--- src/rtl/up_tpl_bus_arbiter_pkg.sv ---
// Shared types and constants for the two-master up-bus arbiter.
package up_tpl_bus_arbiter_pkg;

  typedef enum logic [1:0] {
    StIdle,
    StIssue,
    StWait,
    StResp
  } arb_state_e;

  // Slot index: bit 1 selects the master, bit 0 marks a read.
  localparam logic [1:0] SlotM0W = 2'd0;
  localparam logic [1:0] SlotM0R = 2'd1;
  localparam logic [1:0] SlotM1W = 2'd2;
  localparam logic [1:0] SlotM1R = 2'd3;
  localparam int unsigned NumSlots = 4;

  localparam logic [31:0] DefaultTimeoutRdata = 32'hDEADDEAD;

endpackage

--- src/rtl/up_tpl_bus_arbiter_if.sv ---
// One up-bus register port: write and read request/ack channels.
interface up_tpl_bus_arbiter_if #(
  parameter int unsigned ADDRESS_WIDTH = 14
);
  logic                     wreq;
  logic [ADDRESS_WIDTH-1:0] waddr;
  logic [31:0]              wdata;
  logic                     wack;
  logic                     rreq;
  logic [ADDRESS_WIDTH-1:0] raddr;
  logic [31:0]              rdata;
  logic                     rack;

  modport master (
    output wreq, waddr, wdata, rreq, raddr,
    input  wack, rdata, rack
  );

  modport slave (
    input  wreq, waddr, wdata, rreq, raddr,
    output wack, rdata, rack
  );
endinterface

--- src/rtl/up_tpl_req_slot.sv ---
// Single pending-request slot: captures address/data on a pulse, holds until cleared.
module up_tpl_req_slot #(
  parameter int unsigned ADDRESS_WIDTH = 14,
  parameter int unsigned DATA_WIDTH    = 32
) (
  input  logic                     clk,
  input  logic                     rst_n,
  input  logic                     req,
  input  logic [ADDRESS_WIDTH-1:0] addr,
  input  logic [DATA_WIDTH-1:0]    data,
  input  logic                     clear,
  output logic                     pending,
  output logic [ADDRESS_WIDTH-1:0] slot_addr,
  output logic [DATA_WIDTH-1:0]    slot_data
);

  logic                     pending_q;
  logic [ADDRESS_WIDTH-1:0] addr_q;
  logic [DATA_WIDTH-1:0]    data_q;

  // A pulse on an already-pending slot is dropped so the first request wins.
  always_ff @(posedge clk or negedge rst_n) begin
    if (!rst_n) begin
      pending_q <= 1'b0;
      addr_q    <= '0;
      data_q    <= '0;
    end else if (clear) begin
      pending_q <= 1'b0;
    end else if (req && !pending_q) begin
      pending_q <= 1'b1;
      addr_q    <= addr;
      data_q    <= data;
    end
  end

  assign pending   = pending_q;
  assign slot_addr = addr_q;
  assign slot_data = data_q;

endmodule

--- src/rtl/up_tpl_bus_arbiter.sv ---
// Round-robin arbiter sharing one up-bus slave between two masters, with an ack watchdog.
module up_tpl_bus_arbiter
  import up_tpl_bus_arbiter_pkg::*;
#(
  parameter int unsigned ADDRESS_WIDTH  = 14,
  parameter int unsigned TIMEOUT_CYCLES = 255,
  parameter logic [31:0] TIMEOUT_RDATA  = DefaultTimeoutRdata
) (
  input  logic                         up_clk,
  input  logic                         up_rstn,
  up_tpl_bus_arbiter_if.slave          m0,
  up_tpl_bus_arbiter_if.slave          m1,
  up_tpl_bus_arbiter_if.master         s,
  output logic                         timeout_pulse,
  output logic [7:0]                   timeout_count
);

  localparam logic [15:0] TimeoutLimit = 16'(TIMEOUT_CYCLES);

  logic [NumSlots-1:0]      pend;
  logic [NumSlots-1:0]      clear;
  logic [ADDRESS_WIDTH-1:0] slot_addr [NumSlots];
  logic [31:0]              slot_data [NumSlots];

  up_tpl_req_slot #(.ADDRESS_WIDTH(ADDRESS_WIDTH), .DATA_WIDTH(32)) u_slot_m0w (
    .clk(up_clk), .rst_n(up_rstn), .req(m0.wreq), .addr(m0.waddr), .data(m0.wdata),
    .clear(clear[SlotM0W]), .pending(pend[SlotM0W]),
    .slot_addr(slot_addr[SlotM0W]), .slot_data(slot_data[SlotM0W])
  );

  up_tpl_req_slot #(.ADDRESS_WIDTH(ADDRESS_WIDTH), .DATA_WIDTH(32)) u_slot_m0r (
    .clk(up_clk), .rst_n(up_rstn), .req(m0.rreq), .addr(m0.raddr), .data(32'd0),
    .clear(clear[SlotM0R]), .pending(pend[SlotM0R]),
    .slot_addr(slot_addr[SlotM0R]), .slot_data(slot_data[SlotM0R])
  );

  up_tpl_req_slot #(.ADDRESS_WIDTH(ADDRESS_WIDTH), .DATA_WIDTH(32)) u_slot_m1w (
    .clk(up_clk), .rst_n(up_rstn), .req(m1.wreq), .addr(m1.waddr), .data(m1.wdata),
    .clear(clear[SlotM1W]), .pending(pend[SlotM1W]),
    .slot_addr(slot_addr[SlotM1W]), .slot_data(slot_data[SlotM1W])
  );

  up_tpl_req_slot #(.ADDRESS_WIDTH(ADDRESS_WIDTH), .DATA_WIDTH(32)) u_slot_m1r (
    .clk(up_clk), .rst_n(up_rstn), .req(m1.rreq), .addr(m1.raddr), .data(32'd0),
    .clear(clear[SlotM1R]), .pending(pend[SlotM1R]),
    .slot_addr(slot_addr[SlotM1R]), .slot_data(slot_data[SlotM1R])
  );

  arb_state_e               state_q, state_d;
  logic [1:0]               owner_q;
  logic                     rr_q;
  logic [15:0]              wd_cnt_q;
  logic                     timed_out_q;
  logic [7:0]               tcount_q;
  logic [ADDRESS_WIDTH-1:0] s_waddr_q, s_raddr_q;
  logic [31:0]              s_wdata_q;
  logic [31:0]              m_rdata_q [2];

  logic       m0_any, m1_any, any_pend, sel_m;
  logic [1:0] sel_slot;
  logic       grant, slave_ack, expire, in_resp;

  always_comb begin
    m0_any   = pend[SlotM0W] | pend[SlotM0R];
    m1_any   = pend[SlotM1W] | pend[SlotM1R];
    any_pend = m0_any | m1_any;
    sel_m    = (m0_any && m1_any) ? rr_q : m1_any;
    if (sel_m) begin
      sel_slot = pend[SlotM1W] ? SlotM1W : SlotM1R;
    end else begin
      sel_slot = pend[SlotM0W] ? SlotM0W : SlotM0R;
    end
  end

  assign grant = (state_q == StIdle) && any_pend;

  always_comb begin
    state_d   = state_q;
    slave_ack = 1'b0;
    expire    = 1'b0;
    unique case (state_q)
      StIdle:  if (any_pend) state_d = StIssue;
      StIssue: state_d = StWait;
      StWait: begin
        // Only the ack matching the issued type counts; a same-cycle ack beats expiry.
        slave_ack = owner_q[0] ? s.rack : s.wack;
        expire    = !slave_ack && (wd_cnt_q == TimeoutLimit);
        if (slave_ack || expire) state_d = StResp;
      end
      StResp:  state_d = StIdle;
      default: state_d = StIdle;
    endcase
  end

  always_ff @(posedge up_clk or negedge up_rstn) begin
    if (!up_rstn) begin
      state_q      <= StIdle;
      owner_q      <= SlotM0W;
      rr_q         <= 1'b0;
      wd_cnt_q     <= '0;
      timed_out_q  <= 1'b0;
      tcount_q     <= '0;
      s_waddr_q    <= '0;
      s_wdata_q    <= '0;
      s_raddr_q    <= '0;
      m_rdata_q[0] <= '0;
      m_rdata_q[1] <= '0;
    end else begin
      state_q  <= state_d;
      wd_cnt_q <= (state_q == StWait) ? wd_cnt_q + 16'd1 : 16'd0;
      if (grant) begin
        owner_q <= sel_slot;
        rr_q    <= ~sel_m;
        if (sel_slot[0]) begin
          s_raddr_q <= slot_addr[sel_slot];
        end else begin
          s_waddr_q <= slot_addr[sel_slot];
          s_wdata_q <= slot_data[sel_slot];
        end
      end
      if ((state_q == StWait) && (state_d == StResp)) begin
        timed_out_q <= expire;
        if (expire && (tcount_q != 8'hFF)) tcount_q <= tcount_q + 8'd1;
        if (owner_q[0]) m_rdata_q[owner_q[1]] <= expire ? TIMEOUT_RDATA : s.rdata;
      end
    end
  end

  assign in_resp = (state_q == StResp);
  assign clear   = in_resp ? (4'b0001 << owner_q) : 4'b0000;

  assign s.wreq  = (state_q == StIssue) && !owner_q[0];
  assign s.rreq  = (state_q == StIssue) && owner_q[0];
  assign s.waddr = s_waddr_q;
  assign s.wdata = s_wdata_q;
  assign s.raddr = s_raddr_q;

  assign m0.wack  = clear[SlotM0W];
  assign m0.rack  = clear[SlotM0R];
  assign m0.rdata = m_rdata_q[0];
  assign m1.wack  = clear[SlotM1W];
  assign m1.rack  = clear[SlotM1R];
  assign m1.rdata = m_rdata_q[1];

  assign timeout_pulse = in_resp && timed_out_q;
  assign timeout_count = tcount_q;

endmodule
--- src/flat_wrapper.sv ---
// flat-port wrapper written by rule: the top's interface ports become plain ports
module up_tpl_bus_arbiter_flat import up_tpl_bus_arbiter_pkg::*;
#(
  parameter int unsigned ADDRESS_WIDTH  = 14,
  parameter int unsigned TIMEOUT_CYCLES = 255,
  parameter logic [31:0] TIMEOUT_RDATA  = DefaultTimeoutRdata
)
  (up_clk, up_rstn, timeout_pulse, timeout_count, m0_wreq, m0_waddr, m0_wdata, m0_rreq, m0_raddr, m0_wack, m0_rdata, m0_rack, m1_wreq, m1_waddr, m1_wdata, m1_rreq, m1_raddr, m1_wack, m1_rdata, m1_rack, s_wreq, s_waddr, s_wdata, s_rreq, s_raddr, s_wack, s_rdata, s_rack);
  up_tpl_bus_arbiter_if #(.ADDRESS_WIDTH(ADDRESS_WIDTH)) m0_i ();
  up_tpl_bus_arbiter_if #(.ADDRESS_WIDTH(ADDRESS_WIDTH)) m1_i ();
  up_tpl_bus_arbiter_if #(.ADDRESS_WIDTH(ADDRESS_WIDTH)) s_i ();
  input  logic up_clk;
  input  logic up_rstn;
  output logic timeout_pulse;
  output logic [7:0] timeout_count;
  input wire logic [$bits(m0_i.wreq)-1:0] m0_wreq;
  input wire logic [$bits(m0_i.waddr)-1:0] m0_waddr;
  input wire logic [$bits(m0_i.wdata)-1:0] m0_wdata;
  input wire logic [$bits(m0_i.rreq)-1:0] m0_rreq;
  input wire logic [$bits(m0_i.raddr)-1:0] m0_raddr;
  output wire logic [$bits(m0_i.wack)-1:0] m0_wack;
  output wire logic [$bits(m0_i.rdata)-1:0] m0_rdata;
  output wire logic [$bits(m0_i.rack)-1:0] m0_rack;
  input wire logic [$bits(m1_i.wreq)-1:0] m1_wreq;
  input wire logic [$bits(m1_i.waddr)-1:0] m1_waddr;
  input wire logic [$bits(m1_i.wdata)-1:0] m1_wdata;
  input wire logic [$bits(m1_i.rreq)-1:0] m1_rreq;
  input wire logic [$bits(m1_i.raddr)-1:0] m1_raddr;
  output wire logic [$bits(m1_i.wack)-1:0] m1_wack;
  output wire logic [$bits(m1_i.rdata)-1:0] m1_rdata;
  output wire logic [$bits(m1_i.rack)-1:0] m1_rack;
  output wire logic [$bits(s_i.wreq)-1:0] s_wreq;
  output wire logic [$bits(s_i.waddr)-1:0] s_waddr;
  output wire logic [$bits(s_i.wdata)-1:0] s_wdata;
  output wire logic [$bits(s_i.rreq)-1:0] s_rreq;
  output wire logic [$bits(s_i.raddr)-1:0] s_raddr;
  input wire logic [$bits(s_i.wack)-1:0] s_wack;
  input wire logic [$bits(s_i.rdata)-1:0] s_rdata;
  input wire logic [$bits(s_i.rack)-1:0] s_rack;
  assign m0_i.wreq = m0_wreq;
  assign m0_i.waddr = m0_waddr;
  assign m0_i.wdata = m0_wdata;
  assign m0_i.rreq = m0_rreq;
  assign m0_i.raddr = m0_raddr;
  assign m0_wack = m0_i.wack;
  assign m0_rdata = m0_i.rdata;
  assign m0_rack = m0_i.rack;
  assign m1_i.wreq = m1_wreq;
  assign m1_i.waddr = m1_waddr;
  assign m1_i.wdata = m1_wdata;
  assign m1_i.rreq = m1_rreq;
  assign m1_i.raddr = m1_raddr;
  assign m1_wack = m1_i.wack;
  assign m1_rdata = m1_i.rdata;
  assign m1_rack = m1_i.rack;
  assign s_wreq = s_i.wreq;
  assign s_waddr = s_i.waddr;
  assign s_wdata = s_i.wdata;
  assign s_rreq = s_i.rreq;
  assign s_raddr = s_i.raddr;
  assign s_i.wack = s_wack;
  assign s_i.rdata = s_rdata;
  assign s_i.rack = s_rack;
  up_tpl_bus_arbiter #(.ADDRESS_WIDTH(ADDRESS_WIDTH), .TIMEOUT_CYCLES(TIMEOUT_CYCLES), .TIMEOUT_RDATA(TIMEOUT_RDATA)) u_core (.up_clk(up_clk), .up_rstn(up_rstn), .m0(m0_i), .m1(m1_i), .s(s_i), .timeout_pulse(timeout_pulse), .timeout_count(timeout_count));
endmodule
--- config.mk ---
export PLATFORM = sky130hd
export DESIGN_NAME = up_tpl_bus_arbiter_flat
export DESIGN_NICKNAME = d
export VERILOG_FILES = /design/src/rtl/up_tpl_bus_arbiter_pkg.sv /design/src/rtl/up_tpl_bus_arbiter_if.sv /design/src/rtl/up_tpl_req_slot.sv /design/src/rtl/up_tpl_bus_arbiter.sv /design/src/flat_wrapper.sv
export SDC_FILE = /design/constraint.sdc
export NUM_CORES = 1
export LEC_CHECK = 0
export CAP_MARGIN = 25
export CORE_MARGIN = 8
export CORE_UTILIZATION = 46
export CTS_CLUSTER_DIAMETER = 80
export DETAILED_ROUTE_END_ITERATION = 10
export PLACE_DENSITY = 0.88
export SYNTH_ARGS = -nofsm -noshare
export SYNTH_HDL_FRONTEND = slang
export SYNTH_SLANG_ARGS = --single-unit
--- constraint.sdc ---
create_clock -name up_clk -period 4.75 [get_ports up_clk]
set_clock_uncertainty 0.2 [all_clocks]
set_input_delay 0.95 -clock up_clk [delete_from_list [all_inputs] [get_ports up_clk]]
set_output_delay 0.95 -clock up_clk [all_outputs]
set_load 0.03 [all_outputs]
=== Word-level counts from Yosys, hierarchy flattened ===
Index checks and enable logic that the tools add are counted.

* $add $sub $neg: 2
* Magnitude comparators: 3
* Eq/ne operators: 6
* Shifts and indexed selects: 1
* Mux-type cells: 29
* Bitwise gates (word level): 11
* Reduce and logical (&&, ||, !) cells: 33

{| class="wikitable"
|+ Operators by type and width
! cell !! number
|-
| $mux 32 || 4
|-
| $bmux 32 s2 || 1
|-
| $bwmux 64 || 1
|-
| $demux 32 s1 || 1
|-
| $bmux 14 s2 || 1
|-
| $mux 14 || 2
|-
| $add 16x1->16 const B || 1
|-
| $eq 16x8->1 const B || 1
|-
| $mux 16 || 1
|-
| $reduce_and 2->1 || 8
|-
| $logic_and 1x1->1 || 13
|-
| $mux 1 || 13
|-
| $add 8x1->8 const B || 1
|-
| $ne 8x8->1 const B || 1
|-
| $pmux 2 s4 || 1
|-
| $reduce_bool 2->1 || 4
|-
| $eq 2x2->1 const B || 3
|-
| $logic_not 1->1 || 6
|-
| $mux 2 || 3
|-
| $not 1->1 || 6
|-
| $mux 4 || 1
|-
| $shl 1x2->4 const A || 1
|-
| $ge 3x3->1 const B || 1
|-
| $not 2->3 || 1
|-
| other kinds (7) || 9
|}

* Bits in registers: 278
* Output and inout port bits: 139
* Logic and storage cells: 106

=== Depth between registers and ports, before layout ===
* Depth after elaboration: 9
* Mapped depth: 9
* Mapped depth without buffers: 7

=== Modules after synthesis ===
From an unflattened synthesis, not the netlist that was laid out.

* Cell total of the unflattened synthesis: 1101
* Area, all modules: 14669.1 um2

{| class="wikitable"
|+ By module, submodules not included
! module !! instances !! cells an instance !! area an instance (um2) !! sequential area each (um2)
|-
| up_tpl_req_slot || 4 || 101 || 1955.6 || 1176.1
|-
| up_tpl_bus_arbiter || 1 || 697 || 6846.6 || 3853.7
|}

=== Least setup slack after synthesis ===
OpenSTA, ideal clock, no wires.

* Path kind: reg-to-reg
* Start: register u_core.state_q[0]
* End: register u_core.u_slot_m0w.addr_q[0], in the netlist u_core.u_slot_m0w.slot_addr[0]
* Arrival time: 2.334 ns
* Required time: 4.425 ns
* Path slack: 2.091 ns
* Stages on the path, launching flop included: 7
* Clock period less this slack: 2.659 ns
* Cell sequence: dfrtp_1 -> ha_1 -> nor3b_1 -> nor3b_1 -> clkbuf_1 -> clkbuf_1 -> mux2_2

* Word-level cells in the longest chain between the ends: 4

{| class="wikitable"
|+ Ends and longest elaborated chain
! item !! line !! RTL
|-
| from (decl) || up_tpl_bus_arbiter.sv:49 || <nowiki>arb_state_e state_q, state_d;</nowiki>
|-
| from (signal assigned) || up_tpl_bus_arbiter.sv:97 || <nowiki>state_q <= StIdle;</nowiki>
|-
| from (signal assigned) || up_tpl_bus_arbiter.sv:109 || <nowiki>state_q <= state_d;</nowiki>
|-
| $eq 2x2->1 || up_tpl_bus_arbiter.sv:129 || <nowiki>assign in_resp = (state_q == StResp);</nowiki>
|-
| $mux 4 || up_tpl_bus_arbiter.sv:130 || <nowiki>assign clear = in_resp ? (4'b0001 << owner_q) : 4'b0000;</nowiki>
|-
| net m0_wack || flat_wrapper.sv:21 || <nowiki>output wire logic [$bits(m0_i.wack)-1:0] m0_wack;</nowiki>
|-
| $not 1->1 (no source line) || n/a ||
|-
| $reduce_and 2->1 (no source line) || n/a ||
|-
| to (signal assigned) || up_tpl_req_slot.sv:31 || <nowiki>addr_q <= addr;</nowiki>
|-
| to (decl) || up_tpl_req_slot.sv:18 || <nowiki>logic [ADDRESS_WIDTH-1:0] addr_q;</nowiki>
|}

The timed path passes the listed nets, and every way through them passes these cells.
A chain may end at the register's enable or synchronous reset.

=== Final worst setup path ===
* Start: register u_core.state_q[0]
* End: output m0_wack

* Word-level cells in the longest chain between the ends: 2

{| class="wikitable"
|+ Ends and longest elaborated chain
! item !! line
|-
| $eq 2x2->1 || up_tpl_bus_arbiter.sv:129
|-
| $mux 4 || up_tpl_bus_arbiter.sv:130
|-
| to (decl) || flat_wrapper.sv:21
|}

Every way passes these cells.

==> results.toml <==
[status]
status = "completed"

[setup_path]
critPathArrivalTime_ns = 2.41
cp_data_required_time_ns = 3.60
crit_path_max_fanout = 5
worstPathCellList = "ha_1 > nor3b_1 > clkdlybuf4s50_1"
critPathCaptureType = "output pin"
path_class = "reg2out"
crit_slowest_cell = "clkdlybuf4s50_1"
startpoint_type = "register"
slowest_delay_ns = 0.80

[clock_network]
cts_sinks = 278
clk_latency_ns = 0.54
cts_tree = "built"
cts_setup_buffers = 0
cts_root_buffer = "clkbuf_16"
htreeDepth = 1
cts_buffers = 30
holdBufCountCts = 0
path_clk_slew_ns = 0.06
cts_buffer_depth = 3
post_cts_resized = 0

[floorplan]
io_pins = 299
fp.coreArea_sq_um = 24900
die-area_sq_um = 30400
fp.dieW_um = 174
fp.dieH_um = 174
rows = 58
start_util_pct = 46.4

[placement]
portBuffers = 298
dpl_worst_slack_ns = 1.09
place_congestion = 0.869
dp_cells = 1496
dp.final_hpwl_mm = 22.8

[detailed_routing]
first_pass_iters = 5
vias = 8393
wl_per_cell_um = 21.0
drc = 0
final_antenna_net_count = 0
viasPerCell = 5.40
drt_iter0_drc = 660
routed_wl_mm = 32.5

[synth]
async_flop_share_pct = 100
synth_seq_area_share_pct = 60.2
yosysWarnings = 0
syn-num-nets = 1073
yosysUniqueCellTypes = 44
synth_edf_count = 0
synth_area_per_cell_sq_um = 12.8
synthCells = 906
ys.flop_type = "dfrtp_1"
ys_seq_elements = 278
synth_area_sq_um = 11600

[power]
p_leak_nw = 7.08
p_int_mw = 7.18
sw_frac_of_total_pct = 37.4
finalPower_mw = 11.5
p_sw_mw = 4.29
power_density_nw_per_um2 = 717
pwr-share-clk_pct = 21.9
p_comb_share_pct = 42.4
p_seq_share_pct = 35.7
ir_drop_v = 0.000415

[global_route]
grt_pass1_wl_mm = 51.1
first_global_vias = 9067
grt_antenna_before_repair = 2
track_usage_pct = 20.6
overflow = 0
grt_max_degree = 127

[finish]
final_common_cell = "clkdlybuf4s50_1"
stdcell_count = 1553
area.growth.synth_to_final_pct = 38.5
fill_cells = 1817
nets = 1366
drive_above_1_share_pct = 20.5
final_cell_mix = "clkdlybuf4s50_1, dfrtp_1, mux2_2, nand2_1, nor2_1"

[sta]
period_needed_ns = 3.56
fmax_ghz = 0.281
finalWorstSetupSlack_ns = 1.19
hold_violations = 0
grt_setup_unrepaired = "false"
tightest_slew_ns = 0.971
max_slew_margin_pct = 35.3
whs_ns = 0.281
setup_tns_ns = 0
slew_violations = 0
fin_crit_sh_pct = 74.9
setup_viol = 0

[flow_run]
drv_cap = 0

[worst_hold_path]
min_path_type = "reg2reg"
-- state kept, by name (all words and copies together) (netlist names), 2 cells and up --
| register | count |
|---|---|
| u_core.m1.rdata | 32 |
| u_core.s.wdata | 32 |
| u_core.u_slot_m0w.slot_addr | 14 |
| u_core.s.raddr | 14 |
| u_core.state_q | 2 |
| u_core.u_slot_m1w.slot_addr | 14 |
| u_core.owner_q | 2 |
| u_core.m0.rdata | 32 |
| u_core.s.waddr | 14 |
| u_core.timeout_count | 8 |
| u_core.u_slot_m0w.slot_data | 32 |
| u_core.u_slot_m0r.slot_addr | 14 |
| u_core.u_slot_m1r.slot_addr | 14 |
| u_core.wd_cnt_q | 16 |
| u_core.u_slot_m1w.slot_data | 32 |
-- logic make-up after synthesis --
logic type      after synthesis  synth area share (%)
flops                       278                  60.2
simple gates                202                  8.68
mux                         188                  18.7
compound gates              137                  7.62
buf+inv                      78                  2.77
xor+xnor                     16                  1.21
fa+ha+maj                     7                 0.758
-- worst paths after layout --
path | startpoint | to | slack (ns) | depth (start not counted)
min in group asynchronous | up_rstn | u_core.timeout_count[3]$_DFFE_PN0P_ | 0.32 | 1
max in group asynchronous | up_rstn | u_core.u_slot_m0w.slot_addr[9]$_DFFE_PN0P_ | 3.06 | 2
worst max register to register | u_core.state_q[0]$_DFF_PN0_ | u_core.m1.rdata[1]$_DFFE_PN0P_ | 1.37 | 8
worst max-delay path | u_core.state_q[0]$_DFF_PN0_ | m0_wack | 1.19 | 3
worst min-delay path | u_core.s.wdata[12]$_DFFE_PN0P_ | u_core.s.wdata[12]$_DFFE_PN0P_ | 0.28 | 2
worst min register to register | u_core.s.wdata[12]$_DFFE_PN0P_ | u_core.s.wdata[12]$_DFFE_PN0P_ | 0.28 | 2
-- area by class of cell --
| cell class | count | area, sq um | share of cell area [%] |
|---|---|---|---|
| Sequential cell | 278 | 6960 | 43.5 |
| Multi-Input combinational cell | 550 | 4310 | 26.9 |
| Timing Repair Buffer | 312 | 3130 | 19.5 |
| Clock buffer | 44 | 915 | 5.71 |
| Tap cell | 330 | 413 | 2.58 |
| Clock inverter | 10 | 178 | 1.11 |
| Inverter | 27 | 101 | 0.633 |
| Antenna cell | 2 | 5.00 | 0.0313 |
-- power by group through the flow --
stage,clock (mW),combinational [mW],sequential [mW]
3_5_place_dp,0,4.87,4.11
2_1_floorplan,0,2.00,4.91
5_1_grt,2.66,5.19,4.22
6_report,2.52,4.86,4.10
3_3_place_gp,0,4.69,4.06
4_1_cts,2.57,4.89,4.09
-- routing by layer --
metal | global-route usage [%] | vias to the layer above | share of wire (%)
li1 | - | 3767 | -
met1 | 25.5 | 4241 | 41
met2 | 35.0 | 333 | 50
met3 | 5.51 | 52 | 7.4
met4 | 6.25 | 0 | 2.3
met5 | 0 | - | 0
-- cell usage after synthesis (2+ instances only) --
library cell,instances,share of area (%)
dfrtp_1,278,60
mux2_2,147,14
nand2_1,68,2.2
nor2_1,45,1.5
clkbuf_1,44,1.4
o21ai_0,37,1.6
a22oi_1,32,2.1
a21oi_1,31,1.3
inv_1,27,0.88
nand2b_1,24,1.3
mux2i_1,21,1.8
mux2_4,20,2.6
a31oi_1,14,0.76
o221ai_1,14,1.1
and2_1,13,0.70
nand3_1,12,0.52
xnor2_1,8,0.61
xor2_1,8,0.61
ha_1,7,0.76
nand4_1,6,0.32
nor2b_1,6,0.32
and3_1,5,0.27
buf_2,4,0.17
nor3_1,4,0.17
and4_1,3,0.23
buf_6,3,0.29
nor3b_1,3,0.19
a21boi_0,2,0.13
a21o_1,2,0.13
or3_1,2,0.11
or3b_2,2,0.15
or4_1,2,0.13
-- metrics by stage --
step	area, sq um	utilization [%]
6_report	16000	64.3
5_1_grt	16000	64.3
2_1_floorplan	11600	-
3_5_place_dp	14900	59.8
4_1_cts	16000	64.2
3_3_place_gp	14900	59.8
-- worst max-delay path, delay by kind of cell, from the launching register on --
family,cells,cell delay [ns]
adders and majority gates,1,0.24
and+or+nand+nor,1,0.39
buffers and inverters,1,0.80
DFF,1,0.43
Power figures use the tool's default switching activity.
